<file path="src/rtl/ped_pkg.sv">
// ped_pkg: constants and types shared by the pedestrian request front end.
//   LIGHT_RED / LIGHT_YELLOW / LIGHT_GREEN : one-hot pedestrian light codes,
//                                            identical to the crossing controller's.
//   ped_state_t                            : request FSM states.
//   is_green()                             : exact GREEN decode. Multi-hot codes are not GREEN.
package ped_pkg;

    localparam logic [2:0] LIGHT_RED    = 3'b100;
    localparam logic [2:0] LIGHT_YELLOW = 3'b010;
    localparam logic [2:0] LIGHT_GREEN  = 3'b001;

    typedef enum logic [1:0] {
        IDLE    = 2'd0,
        REQ     = 2'd1,
        WALK    = 2'd2,
        HOLDOFF = 2'd3
    } ped_state_t;

    function automatic logic is_green(input logic [2:0] light);
        return (light == LIGHT_GREEN);
    endfunction

endpackage

</file>
<file path="src/rtl/ped_request_ctrl_btn_debounce.sv">
// btn_debounce: two-flop synchroniser, debounce counter and rising-edge pulse
// for the raw pedestrian push button.
//   clk   : system clock
//   reset : asynchronous, active-low reset
//   din   : raw, asynchronous, possibly bouncing pad input
//   level : debounced button level
//   press : one-cycle pulse on a rising edge of level
// A level change is accepted only after the synchronised input has differed
// from the debounced level for DEBOUNCE_CYCLES consecutive cycles.
module btn_debounce #(
    parameter int DEBOUNCE_CYCLES = 4
) (
    input  logic clk,
    input  logic reset,
    input  logic din,
    output logic level,
    output logic press
);

    localparam int CW = (DEBOUNCE_CYCLES > 1) ? $clog2(DEBOUNCE_CYCLES) : 1;

    logic          sync_p0;
    logic          sync_p1;
    logic [CW-1:0] cnt;
    logic          level_d;

    always_ff @(posedge clk or negedge reset) begin
        if (!reset) begin
            sync_p0 <= 1'b0;
            sync_p1 <= 1'b0;
            cnt     <= '0;
            level   <= 1'b0;
            level_d <= 1'b0;
        end else begin
            // stage p0 -> p1: metastability filter on the pad
            sync_p0 <= din;
            sync_p1 <= sync_p0;
            // stage p1 -> debounced level
            level_d <= level;
            if (sync_p1 == level) begin
                cnt <= '0;
            end else if (cnt == CW'(DEBOUNCE_CYCLES - 1)) begin
                level <= sync_p1;
                cnt   <= '0;
            end else begin
                cnt <= cnt + CW'(1);
            end
        end
    end

    assign press = level & ~level_d;

endmodule

</file>
<file path="src/rtl/ped_request_ctrl.sv">
// ped_request_ctrl: pedestrian-side requester for the crossing controller.
// Debounces the push button, raises and holds ped_btn until WALK is granted,
// drives the WAIT lamp and WALK countdown, and enforces a minimum gap
// between pedestrian phases.
//   clk        : system clock
//   reset      : asynchronous, active-low reset
//   btn_raw    : raw push-button pad (asynchronous, bouncing)
//   ped_light  : pedestrian light from controller (RED=100, YELLOW=010, GREEN=001)
//   ped_btn    : registered request level to the controller
//   wait_lamp  : registered WAIT lamp, lit while a request is outstanding or pending
//   walk_count : registered WALK countdown, 0 outside WALK
module ped_request_ctrl
    import ped_pkg::*;
#(
    parameter int DEBOUNCE_CYCLES = 4,
    parameter int WALK_CYCLES     = 4,
    parameter int MIN_GAP_CYCLES  = 8,
    parameter int CNT_W           = 4
) (
    input  logic             clk,
    input  logic             reset,
    input  logic             btn_raw,
    input  logic [2:0]       ped_light,
    output logic             ped_btn,
    output logic             wait_lamp,
    output logic [CNT_W-1:0] walk_count
);

    logic btn_level;
    logic btn_press;
    logic press;
    logic green;

    ped_state_t       state,      state_nxt;
    logic             pending,    pending_nxt;
    logic [CNT_W-1:0] gap,        gap_nxt;
    logic [CNT_W-1:0] walk_count_nxt;
    logic             ped_btn_nxt;
    logic             wait_lamp_nxt;

    btn_debounce #(
        .DEBOUNCE_CYCLES(DEBOUNCE_CYCLES)
    ) u_debounce (
        .clk   (clk),
        .reset (reset),
        .din   (btn_raw),
        .level (btn_level),
        .press (btn_press)
    );

    // A press pulse always coincides with a high debounced level; gating on
    // it keeps the request qualified by the accepted button state.
    assign press = btn_press & btn_level;
    assign green = is_green(ped_light);

    always_ff @(posedge clk or negedge reset) begin
        if (!reset) begin
            state      <= IDLE;
            pending    <= 1'b0;
            gap        <= '0;
            walk_count <= '0;
            ped_btn    <= 1'b0;
            wait_lamp  <= 1'b0;
        end else begin
            state      <= state_nxt;
            pending    <= pending_nxt;
            gap        <= gap_nxt;
            walk_count <= walk_count_nxt;
            ped_btn    <= ped_btn_nxt;
            wait_lamp  <= wait_lamp_nxt;
        end
    end

    always_comb begin
        state_nxt      = state;
        pending_nxt    = pending;
        gap_nxt        = gap;
        walk_count_nxt = walk_count;

        unique case (state)
            IDLE: begin
                // GREEN without a request of ours is not our phase.
                if (press) begin
                    state_nxt = REQ;
                end
            end
            REQ: begin
                if (green) begin
                    state_nxt      = WALK;
                    walk_count_nxt = CNT_W'(WALK_CYCLES);
                end
            end
            WALK: begin
                if (press) begin
                    pending_nxt = 1'b1;
                end
                if (!green) begin
                    state_nxt      = HOLDOFF;
                    gap_nxt        = CNT_W'(MIN_GAP_CYCLES);
                    walk_count_nxt = '0;
                end else if (walk_count != '0) begin
                    walk_count_nxt = walk_count - CNT_W'(1);
                end
            end
            HOLDOFF: begin
                gap_nxt = gap - CNT_W'(1);
                if (gap == CNT_W'(1)) begin
                    // A press landing on the expiry edge still counts as pending.
                    if (pending || press) begin
                        state_nxt   = REQ;
                        pending_nxt = 1'b0;
                    end else begin
                        state_nxt = IDLE;
                    end
                end else if (press) begin
                    pending_nxt = 1'b1;
                end
            end
            default: begin
                state_nxt = IDLE;
            end
        endcase

        // Moore outputs registered from the next state.
        ped_btn_nxt   = (state_nxt == REQ);
        wait_lamp_nxt = 1'b0;
        if (state_nxt == REQ) begin
            wait_lamp_nxt = 1'b1;
        end else if (state_nxt == WALK || state_nxt == HOLDOFF) begin
            wait_lamp_nxt = pending_nxt;
        end
    end

endmodule

</file>
<file path="config.mk">
export PLATFORM = sky130hd
export DESIGN_NAME = ped_request_ctrl
export DESIGN_NICKNAME = d
export VERILOG_FILES = /design/src/rtl/ped_pkg.sv /design/src/rtl/ped_request_ctrl_btn_debounce.sv /design/src/rtl/ped_request_ctrl.sv
export SDC_FILE = /design/constraint.sdc
export NUM_CORES = 1
export LEC_CHECK = 0
export CORE_MARGIN = 2
export CORE_UTILIZATION = 49
export CTS_BUF_LIST = sky130_fd_sc_hd__clkbuf_2 sky130_fd_sc_hd__clkbuf_4 sky130_fd_sc_hd__clkbuf_8
export DETAILED_ROUTE_END_ITERATION = 7
export PLACE_DENSITY = 0.78
export SLEW_MARGIN = 20
export SYNTH_ARGS = -nofsm -noshare
export SYNTH_HDL_FRONTEND = slang
export SYNTH_SLANG_ARGS = --single-unit
</file>
<file path="constraint.sdc">
create_clock -name clk -period 1.7 [get_ports clk]
set_clock_uncertainty 0.2 [all_clocks]
set_input_delay 0.34 -clock clk [delete_from_list [all_inputs] [get_ports clk]]
set_output_delay 0.34 -clock clk [all_outputs]
set_load 0.05 [all_outputs]
</file>
* Word-level counts from Yosys, hierarchy flattened
Index checks and enable logic that the tools add are counted.
** Storage, ports and cells
- Register bits :: 19
- Input port bits :: 6
- Output and inout port bits :: 6
- Logic and storage cells :: 60
** Operators by class
- Add/subtract/negate cells :: 3
- Eq/ne operators :: 13
- Muxes and demuxes :: 20
- Bitwise operators :: 4
- Reductions and logical operators :: 9
** Operators with widths (number)
- $mux W4 :: 4
- $pmux W4 S2 :: 2
- $mux W2 :: 6
- $eq A2 B2 Y1 const B :: 5
- $pmux W2 S4 :: 1
- $sub A4 B1 Y4 const B :: 2
- $mux W1 :: 6
- $eq A2 B1 Y1 const B :: 2
- $eq A4 B1 Y1 const B :: 1
- $ne A2 B2 Y1 const B :: 2
- $reduce_and A2 Y1 :: 2
- $reduce_bool A2 Y1 :: 2
- $reduce_bool A4 Y1 :: 1
- $eq A3 B1 Y1 const B :: 1
- $ne A3 B3 Y1 const B :: 1
- $reduce_and A3 Y1 :: 1
- $add A2 B1 Y2 const B :: 1
- $and A1 B1 Y1 :: 2
- $logic_not A2 Y1 :: 1
- $logic_or A1 B1 Y1 :: 2
- $not A1 Y1 :: 2
- $pmux W1 S2 :: 1
- $eq A1 B1 Y1 :: 1

* Depth between registers and ports, before layout
- Depth in word-level cells :: 11
- Mapped depth :: 5
- Mapped depth without buffers :: 5

* By module
From an unflattened synthesis, not the netlist that was laid out.
** Second synthesis, totals
- Cell total of the unflattened synthesis :: 91
- Area, all modules :: 962.2 um2
** Modules (own cells, without submodules)
- ped_request_ctrl :: times used 1, cells each 79, area each 757.0 um2, seq. area each 325.3 um2
- btn_debounce :: times used 1, cells each 12, area each 205.2 um2, seq. area each 150.1 um2

* Least setup slack after synthesis
No wires, ideal clock.
- Kind :: reg2reg
- Start :: register walk_count[0]
- End :: register walk_count[0]
- Library setup time :: 0.082 ns
- Data arrival time :: 1.671 ns
- Data required time :: 1.418 ns
- Setup slack :: -0.253 ns
- Cell stages (with the launch flop) :: 6
- Buffers on the path :: 0
- Period minus slack after synthesis :: 1.953 ns
- Cell sequence :: dfrtp_1 inv_1 ha_1 nor3b_1 or3_4 o22ai_2
** On the way
- Longest elaborated chain between the ends :: 4
- Elaborated cells between the ends (all ways) :: 7
- Those cells by class :: add/sub (1); eq/ne (1); mux (3); reduce/logical (2)
** Ends and longest elaborated chain
- start, declared :: RTL line ped_request_ctrl.sv:26 : output logic [CNT_W-1:0] walk_count
- start signal, assigned :: RTL line ped_request_ctrl.sv:68 : walk_count <= walk_count_nxt;
- $sub A4 B1 Y4 :: RTL line ped_request_ctrl.sv:102 : walk_count_nxt = walk_count - CNT_W'(1);
- $mux W4 :: RTL line ped_request_ctrl.sv:101 : end else if (walk_count != '0) begin
- $mux W4 :: RTL line ped_request_ctrl.sv:97 : if (!green) begin
- $pmux W4 S2 :: RTL line ped_request_ctrl.sv:80 : unique case (state)
Several ways; a longest one is shown, not always the timed one. The select of a mux whose other input is x is not followed.
A chain may end at the register's enable or synchronous reset.

* Final worst setup path
- Start :: input port ped_light[1]
- End :: register walk_count[0]
** On the way
- Longest elaborated chain between the ends :: 3
- Elaborated cells between the ends (all ways) :: 6
- Those cells by class :: eq/ne (3); mux (2); reduce/logical (1)
** Ends and longest elaborated chain
- start, declared :: RTL line ped_request_ctrl.sv:23 : input logic [2:0] ped_light,
- $eq A3 B1 Y1 * :: RTL line ped_pkg.sv:20 : return (light == LIGHT_GREEN);
- $ne A3 B3 Y1 (no source line), or another cell as far along
- $reduce_and A3 Y1 (no source line) / $pmux W4 S2 (equally long branches)
Mark *: on every way between the ends. The rest lies on a longest branch, timed or not.

==> results.toml <==
[run_status]
outcome = "finished, final reports clean"

[detailed_routing]
vias_per_cell = 5.41
first_pass_iters = 4
vias = 731
drt_iter0_markers = 13
wl_met1_um = 872
ant_nets = 0
drc = 0
wl_per_cell_um = 13.8
met3_length_um = 59
routed_wl_um = 1860
wl_met2_um = 919
topRoutingLayerUsed = "met4"

[floorplanning]
die_w_um = 47.7
dieArea_mm2 = 0.00228
initial_utilization_pct = 53.0
io_pins = 12
num_rows = 15
core-area_mm2 = 0.00176
die_height_um = 47.7

[synthesis]
synthCells = 87
ys_seq_area_share_pct = 50.8
synth-async-reset-ratio_pct = 100
ys_warn_count = 0
synth.ff_latch_count = 19
yosys.area.top_type = "dfrtp_1"
synth_cell_type_count = 32
synth_common_cells = "dfrtp_1, inv_1, a21oi_1"
yosysMostFrequentCell = "dfrtp_1"
synth_edf_count = 0
synthTopCellsByArea = "dfrtp_1, ha_1, inv_1"
postSynthAreaPerCell_um2 = 10.8
synth_flop_cell = "dfrtp_1"
syn-cell-area_um2 = 936
syn_nets = 98
synth_top_area_share_pct = 50.8

[placed_design]
routabilityCongestion = 0.718
io_buffers = 11
dp_hpwl_um = 1350
post_dp_cell_area_mm2 = 0.00122
placed_cells = 130

[timing]
finalSetupViolations = 0
fin_crit_sh_pct = 98.4
slew_headroom_pct = 73.9
fin_hold_ws_ns = 0.147
min_period_ns = 1.67
hold_viol = 0
grt_setup_unrepaired = "no"
tns_ns = 0
worst_pin_slew_ns = 0.390
fmax_mhz = 598
drv_slew = 0

[power]
pwr_density_cell_mw_per_mm2 = 1970
peakVddDrop_mv = 1.14
p_leak_nw = 0.569

[global_route]
antenna_found_initial = 0
grt_use_total_pct = 21.5
grt_pass1_wl_um = 3310
first_global_vias = 745
grt_max_degree = 20
grt-ovfl-total = 0

[setup_path]
critPathMaxFanout = 4
arrival_ns = 1.71
end_kind = "flop"
cp-start-kind = "primary input"
crit_type = "primary input to flop"
crit_required_ns = 1.73

[flow_run]
maxCapViolations = 0

[clock_network]
ctsLongestPathBuffers = 2
clk_pin_slew_ns = 0.11
cts_tree = "yes"
cts_buffers = 3
htreeDepth = 1
cts.sinks = 19
clk-insertion-delay-late_ns = 0.30
ctsRootBufferMaster = "clkbuf_4"

[finish]
syn_to_final_growth_pct = 37.2
drive_above_1_share_pct = 32.7
nFillCells = 140
diodes = 0
stdcell_count = 135
fin_util_pct = 72.8
fin_area_mm2 = 0.00128
fin_nets = 122

[hold_path]
hold_path_class = "primary input to async pin"
==> layout make-up <==
type / count / area [µm²] / share of cell area [%]
clock buffers: 3 / 22.5 / 1.75
inverters: 9 / 33.8 / 2.63
clock inverters: 1 / 5.00 / 0.390
multi-input cells: 57 / 465 / 36.3
flip-flops and latches: 19 / 478 / 37.2
well taps: 25 / 31.3 / 2.44
repair buffers: 21 / 248 / 19.3
==> placed cells by master (no fill, tap or decap), types with 3 or more instances in the layout <==
cell and n:
clkdlybuf4s50_1 4, o21ai_0 4, nand2b_1 3, buf_4 10
clkbuf_4 3, inv_1 6, dfrtp_1 17, ha_1 4
buf_12 6, a21oi_1 6, nor2_1 4, inv_2 3
nor3_1 3
==> per-layer routing <==
layer	vias up	track usage, %
met2	13	34.1
met5	-	0
met4	0	11.4
met1	358	29.1
li1	358	-
met3	2	2.26
==> critical path: stages <==
cell and delay, ns:
clkdlybuf4s50_1 0.44, or3b_4 0.44, or3_4 0.36, o22ai_2 0.14
==> through the flow <==
stage / power (mW) / setup slack [ns]
after global routing: 2.72 / 0.00527
after detailed placement: 2.21 / -0.371
after floorplan: 1.63 / -0.0388
after CTS: 2.48 / 0.00637
final: 2.53 / 0.0274
after global placement: 2.17 / -0.301
==> flip-flops by register name, indices dropped and copies added (netlist names) <==
name and flops:
u_debounce.level 1, u_debounce.cnt 2, u_debounce.sync_p0 1, pending 1
ped_btn 1, wait_lamp 1, gap 4, walk_count 4
state 2, u_debounce.sync_p1 1, u_debounce.level_d 1
==> cell families after synthesis <==
group	after synthesis	synth area share (%)
AOI/OAI and AO/OA	25	18.1
buffers and inverters	11	4.41
muxes	3	3.34
adders and majority gates	5	6.68
xor gates and xnor gates	1	0.936
and+or+nand+nor	23	15.8
DFF	19	50.8
==> final timing paths <==
path                            cells after the start                           end  slack, ns                          from
worst max register to register                      5            state[0]$_DFF_PN0_       0.10            gap[1]$_DFFE_PN0P_
max in group asynchronous                           2     walk_count[1]$_DFFE_PN0P_       0.94                         reset
worst min-delay path                                2     walk_count[3]$_DFFE_PN0P_       0.15                         reset
min in group clk                                    0  u_debounce.sync_p1$_DFF_PN0_       0.16  u_debounce.sync_p0$_DFF_PN0_
worst min register to register                      0  u_debounce.sync_p1$_DFF_PN0_       0.16  u_debounce.sync_p0$_DFF_PN0_
worst max-delay path                                4     walk_count[0]$_DFFE_PN0P_       0.03                  ped_light[1]
==> where the power goes <==
group / internal (mW) / total, mW / switching, mW
sequential: 0.649 / 0.828 / 0.178
combinational: 0.722 / 1.47 / 0.746
clock: 0.0877 / 0.230 / 0.142
total: 1.46 / 2.53 / 1.07
==> what timing repair did <==
action,4_1_cts,5_1_grt
hold buffers,0,0
setup buffers,0,1
pin swaps,0,2
cloned,0,0
endpoints found under the setup margin,3,5
resized for setup,3,6
No activity file was read; power rests on OpenSTA's default activity.
